File: config.mk
export PLATFORM = sky130hd
export DESIGN_NAME = gshare_branch_predictor
export DESIGN_NICKNAME = d
export VERILOG_FILES = /design/src/rtl/gshare_branch_predictor.sv
export SDC_FILE = /design/constraint.sdc
export NUM_CORES = 2
export LEC_CHECK = 0
export CAP_MARGIN = 20
export CORE_MARGIN = 5
export CORE_UTILIZATION = 46
export DETAILED_ROUTE_END_ITERATION = 10
export PLACE_DENSITY = 0.61
export SLEW_MARGIN = 20
export SYNTH_ARGS = -nofsm -noshare
export SYNTH_HDL_FRONTEND = slang
export SYNTH_MEMORY_MAX_BITS = 65536
export SYNTH_SLANG_ARGS = --single-unit
export TNS_END_PERCENT = 100
File: constraint.sdc
create_clock -name clk_in -period 6.6 [get_ports clk_in]
set_input_delay 0.99 -clock clk_in [delete_from_list [all_inputs] [get_ports clk_in]]
set_output_delay 0.99 -clock clk_in [all_outputs]
set_load 0.03 [all_outputs]
File: src/rtl/gshare_branch_predictor.sv
`default_nettype none
// ============================================================================
// Module      : gshare_branch_predictor
// Description : gshare direction predictor with a tagged branch target buffer.
//               Registered one-cycle prediction for fetch and commit-time
//               training with speculative global-history repair.
// Revision    : 1.0 - initial release
// ============================================================================
module gshare_branch_predictor #(
    parameter int PHT_ENTRIES = 256,
    parameter int CNT_W       = 2,
    parameter int HIST_W      = 8,
    parameter int BTB_ENTRIES = 64
) (
    input  logic              clk_in,
    input  logic              rst_in,
    input  logic              rdy_in,
    input  logic              query_valid,
    input  logic [31:0]       query_pc,
    output logic              pred_valid,
    output logic              pred_taken,
    output logic [31:0]       pred_target,
    output logic [HIST_W-1:0] pred_ghr,
    input  logic              upd_valid,
    input  logic [31:0]       upd_pc,
    input  logic [HIST_W-1:0] upd_ghr,
    input  logic              upd_taken,
    input  logic [31:0]       upd_target,
    input  logic              upd_mispredict
);

    localparam int c_IDX_W  = $clog2(PHT_ENTRIES);
    localparam int c_BIDX_W = $clog2(BTB_ENTRIES);
    localparam int c_TAG_W  = 32 - c_BIDX_W - 2;
    localparam logic [CNT_W-1:0] c_CNT_INIT = CNT_W'((1 << (CNT_W - 1)) - 1);
    localparam logic [CNT_W-1:0] c_CNT_MAX  = {CNT_W{1'b1}};

    logic [CNT_W-1:0]   r_cnt_q       [PHT_ENTRIES];
    logic               r_btb_valid_q [BTB_ENTRIES];
    logic [c_TAG_W-1:0] r_btb_tag_q   [BTB_ENTRIES];
    logic [31:0]        r_btb_tgt_q   [BTB_ENTRIES];

    logic [HIST_W-1:0]  r_ghr_q, w_ghr_d;
    logic               r_pred_valid_q, w_pred_valid_d;
    logic               r_pred_taken_q, w_pred_taken_d;
    logic [31:0]        r_pred_target_q, w_pred_target_d;
    logic [HIST_W-1:0]  r_pred_ghr_q, w_pred_ghr_d;

    logic [c_IDX_W-1:0]  w_pidx, w_uidx;
    logic [c_BIDX_W-1:0] w_qslot, w_uslot;
    logic [c_TAG_W-1:0]  w_qtag, w_utag;
    logic                w_btb_hit;
    logic                w_query_taken;
    logic [CNT_W-1:0]    w_ucnt, w_ucnt_new;
    logic [HIST_W-1:0]   w_spec_ghr, w_rep_ghr;
    logic                w_unused;

    assign w_unused = ^upd_pc[1:0];

    assign w_pidx  = query_pc[c_IDX_W+1:2] ^ c_IDX_W'(r_ghr_q);
    assign w_uidx  = upd_pc[c_IDX_W+1:2] ^ c_IDX_W'(upd_ghr);
    assign w_qslot = query_pc[c_BIDX_W+1:2];
    assign w_uslot = upd_pc[c_BIDX_W+1:2];
    assign w_qtag  = query_pc[31:c_BIDX_W+2];
    assign w_utag  = upd_pc[31:c_BIDX_W+2];

    // A BTB miss forces not-taken so a taken prediction always has a target.
    assign w_btb_hit     = r_btb_valid_q[w_qslot] && (r_btb_tag_q[w_qslot] == w_qtag);
    assign w_query_taken = r_cnt_q[w_pidx][CNT_W-1] && w_btb_hit;

    generate
        if (HIST_W == 1) begin : g_hist_one
            assign w_spec_ghr = w_query_taken;
            assign w_rep_ghr  = upd_taken;
        end else begin : g_hist_multi
            assign w_spec_ghr = {r_ghr_q[HIST_W-2:0], w_query_taken};
            assign w_rep_ghr  = {upd_ghr[HIST_W-2:0], upd_taken};
        end
    endgenerate

    always_comb begin
        w_ucnt     = r_cnt_q[w_uidx];
        w_ucnt_new = w_ucnt;
        if (upd_taken) begin
            if (w_ucnt != c_CNT_MAX) w_ucnt_new = w_ucnt + 1'b1;
        end else begin
            if (w_ucnt != '0) w_ucnt_new = w_ucnt - 1'b1;
        end
    end

    always_comb begin
        w_ghr_d         = r_ghr_q;
        w_pred_valid_d  = r_pred_valid_q;
        w_pred_taken_d  = r_pred_taken_q;
        w_pred_target_d = r_pred_target_q;
        w_pred_ghr_d    = r_pred_ghr_q;
        if (rdy_in) begin
            w_pred_valid_d = query_valid;
            if (query_valid) begin
                w_pred_taken_d  = w_query_taken;
                w_pred_target_d = w_query_taken ? r_btb_tgt_q[w_qslot] : query_pc + 32'd4;
                w_pred_ghr_d    = r_ghr_q;
                w_ghr_d         = w_spec_ghr;
            end
            // Repair from commit overrides any speculative shift this cycle.
            if (upd_valid && upd_mispredict) w_ghr_d = w_rep_ghr;
        end
    end

    always_ff @(posedge clk_in) begin
        if (!rst_in) begin
            r_ghr_q         <= '0;
            r_pred_valid_q  <= 1'b0;
            r_pred_taken_q  <= 1'b0;
            r_pred_target_q <= '0;
            r_pred_ghr_q    <= '0;
        end else begin
            r_ghr_q         <= w_ghr_d;
            r_pred_valid_q  <= w_pred_valid_d;
            r_pred_taken_q  <= w_pred_taken_d;
            r_pred_target_q <= w_pred_target_d;
            r_pred_ghr_q    <= w_pred_ghr_d;
        end
    end

    always_ff @(posedge clk_in) begin
        if (!rst_in) begin
            for (int i = 0; i < PHT_ENTRIES; i++) r_cnt_q[i] <= c_CNT_INIT;
        end else if (rdy_in && upd_valid) begin
            r_cnt_q[w_uidx] <= w_ucnt_new;
        end
    end

    always_ff @(posedge clk_in) begin
        if (!rst_in) begin
            for (int i = 0; i < BTB_ENTRIES; i++) r_btb_valid_q[i] <= 1'b0;
        end else if (rdy_in && upd_valid && upd_taken) begin
            r_btb_valid_q[w_uslot] <= 1'b1;
        end
    end

    // Tag/target storage carries no reset; the valid bits qualify it.
    always_ff @(posedge clk_in) begin
        if (rst_in && rdy_in && upd_valid && upd_taken) begin
            r_btb_tag_q[w_uslot] <= w_utag;
            r_btb_tgt_q[w_uslot] <= upd_target;
        end
    end

    assign pred_valid  = r_pred_valid_q;
    assign pred_taken  = r_pred_taken_q;
    assign pred_target = r_pred_target_q;
    assign pred_ghr    = r_pred_ghr_q;

endmodule
`default_nettype wire

==> reports/metrics.yaml <==
run_status:
  run_status: "finished clean"
clocking:
  cts_tree: "done"
  cts-buffers-inserted: 432
  path_clk_slew_ps: 60
  clockRootBuffer: "clkbuf_16"
  postCtsHoldBufs: 0
  clock_path_buffers: 4
  ctsResizeCount: 0
  cts.sinks: 4210
  htree_levels: 5
  postCtsSetupRepairBufs: 0
  insertion_delay_ps: 1000
yosys:
  ys_async_sr_fraction_pct: 0
  ys.flop_type: "edfxtp_1"
  yosysMostFrequentCell: "edfxtp_1"
  yosys-top-cells-area: "edfxtp_1 (73%), mux4_2 (15%), mux2i_1 (2.0%)"
  synth_common_cells: "edfxtp_1 (4096), mux4_2 (1142), nand3_1 (346), mux2i_1 (335), clkbuf_1 (289)"
  avgSynthCellArea_um2: 20.1
  synth_largest_area_cell: "edfxtp_1"
  syn_nets: 8518
  syn_area_um2: 169000
  yosys_warnings: 0
  yosysSeqAreaShare_pct: 74.1
  synthCells: 8406
  yosys.area.top_type_share_pct: 72.8
  ys_types: 74
  ys_ff_latch: 4210
  synth-edff-count: 4096
drt:
  drc_errors: 0
  detail_route.wl_per_cell_um: 37.8
  drtIter0Drc: 13200
  routed_via_density: 6.60
  vias: 92300
  drt_wl_total_mm: 528
  dr.pass1.iters: 7
  ant_nets: 0
global_route:
  grt_max_degree: 133
  grt-ovfl-total: 0
  antenna_found_initial: 34
  grt_pass1_vias: 90800
  grt_usage_pct: 27.3
  grt_pass1_wl_mm: 727
floorplanning:
  ios: 153
  core-area_um2: 366000
  die_h_um: 616
  core.rowCount: 222
  fp.dieW_um: 616
  dieArea_um2: 380000
  start_util_pct: 46.2
setup_path:
  worstSetupStartpointType: "flip-flop"
  cp-end-kind: "flip-flop"
  cp_max_fo: 61
  slowest_stage: "dfxtp_1"
  critPathKind: "flip-flop to flip-flop"
  cp_slowest_stage_delay_ps: 700
  arrival_ps: 6080
  path_cells: "xor2_4, buf_12, mux2i_1, o22ai_1, nor4_1, mux2i_1, a221oi_1, o21ai_0, buf_4, nand4_1, buf_12, nor3_1, buf_4, or3_1"
  cp.required_ps: 7470
sta:
  fin_skew_ps: 90.4
  grt_setup_unrepaired: "no"
  relSlewSlack_pct: 21.2
  fin_crit_ps: 5210
  worst_slew_pin_slew_ps: 1180
  fmax_mhz: 192
  hold_violations: 0
  fin_crit_sh_pct: 78.9
  setup_tns_ps: 0
  slew_violations: 0
  setup_viol: 0
final_layout:
  fin_nets: 8889
  syn_to_final_growth_pct: 13.8
  nFillCells: 28200
  final_cells: 14000
  layout-drive-gt1-share_pct: 25.7
place:
  gp_congestion: 0.869
  placed_cells: 13200
  io_buffers: 150
  hpwl_mm: 280
run:
  drv_cap: 0
power_and_ir_drop:
  total_power_mw: 57.0
  leakagePower_nw: 59.8
  power-per-cell-area_nw_per_um2: 297
  irDropWorstVdd_mv: 0.241
min_path:
  min_path_type: "flip-flop to flip-flop"
power breakdown:
group | internal (mW) | switching [mW]
logic | 1.35 | 2.41
registers | 29.4 | 0.0710
clock network | 13.5 | 10.3
total | 44.3 | 12.8
cells by family after synthesis:
family | synth area share, %
AND/OR/NAND/NOR | 3.48
XOR/XNOR | 0.409
AO/OA/AOI/OAI | 2.80
adder cells (fa/ha/maj) | 0.0141
multiplexers | 17.4
buffers and inverters | 1.75
flip-flops | 74.1
worst paths after layout:
| kind | startpoint | end | slack (ps) | cells after the start |
|---|---|---|---|---|
| hold reg to reg | r_btb_valid_q[33] | r_btb_valid_q[33] | 450 | 1 |
| setup / recovery | r_ghr_q[0] | pred_target[1] | 1390 | 14 |
| setup reg to reg | r_ghr_q[0] | pred_target[1] | 1390 | 14 |
| hold / removal | r_btb_valid_q[33] | r_btb_valid_q[33] | 450 | 1 |
routing by layer:
| layer | GRT usage, % | routed length (um) |
|---|---|---|
| met1 | 37.0 | 195000 |
| met2 | 43.9 | 253000 |
| met3 | 4.30 | 50900 |
| met4 | 12.9 | 28800 |
| met5 | 0 | 90 |
cell usage in the layout (no fill, tap or decap), types with 25 or more instances in the layout:
cell type,instances
xor2_1,25
clkinv_1,104
clkinv_2,86
mux2_2,32
o22ai_1,74
nor3_1,268
buf_4,295
nand3_1,346
edfxtp_1,4096
buf_12,108
buf_2,49
o21ai_0,279
nand4_1,47
bufinv_16,30
a21o_1,65
a22oi_1,74
xnor2_1,47
o211ai_1,47
nor2_4,66
dfxtp_1,114
nor2_1,128
nand2_1,247
a21oi_1,72
mux2i_1,335
nor4_1,25
clkbuf_16,439
clkdlybuf4s50_1,90
clkbuf_1,99
mux4_2,1142
critical path, delay by kind of cell, from the launching register on:
family	cells	cell delay, ps
multiplexers	2	670
buffers and inverters	4	1130
AO/OA/AOI/OAI	3	910
XOR/XNOR	1	260
flip-flops	1	700
AND/OR/NAND/NOR	4	1290
layout make-up:
type / count / area [um2] / share of cell area [%]
clock buffers: 548 / 11500 / 5.98
flip-flops and latches: 4210 / 125000 / 65.1
well taps: 4816 / 6030 / 3.13
repair buffers: 552 / 5730 / 2.98
clock inverters: 255 / 2260 / 1.18
diodes: 13 / 32.5 / 0.0169
multi-input cells: 3570 / 41400 / 21.5
inverters: 11 / 51.3 / 0.0267
state kept, by name, indices dropped and copies added (netlist names):
| register | count |
|---|---|
| pred_taken | 1 |
| r_cnt_q | 512 |
| pred_ghr | 8 |
| r_btb_tag_q | 1536 |
| pred_target | 32 |
| r_btb_valid_q | 64 |
| r_ghr_q | 8 |
| r_btb_tgt_q | 2048 |
| pred_valid | 1 |
stage by stage:
stage	setup slack, ps	util, %	area, um2	hold WS [ps]
finish	1390	52.6	192000	452
floorplan	1710	-	169000	421
global route	1290	52.6	192000	466
CTS	1510	52.5	192000	451
global placement	700	48.7	178000	427
detailed placement	685	48.8	178000	436
Power figures use the tool's default switching activity.
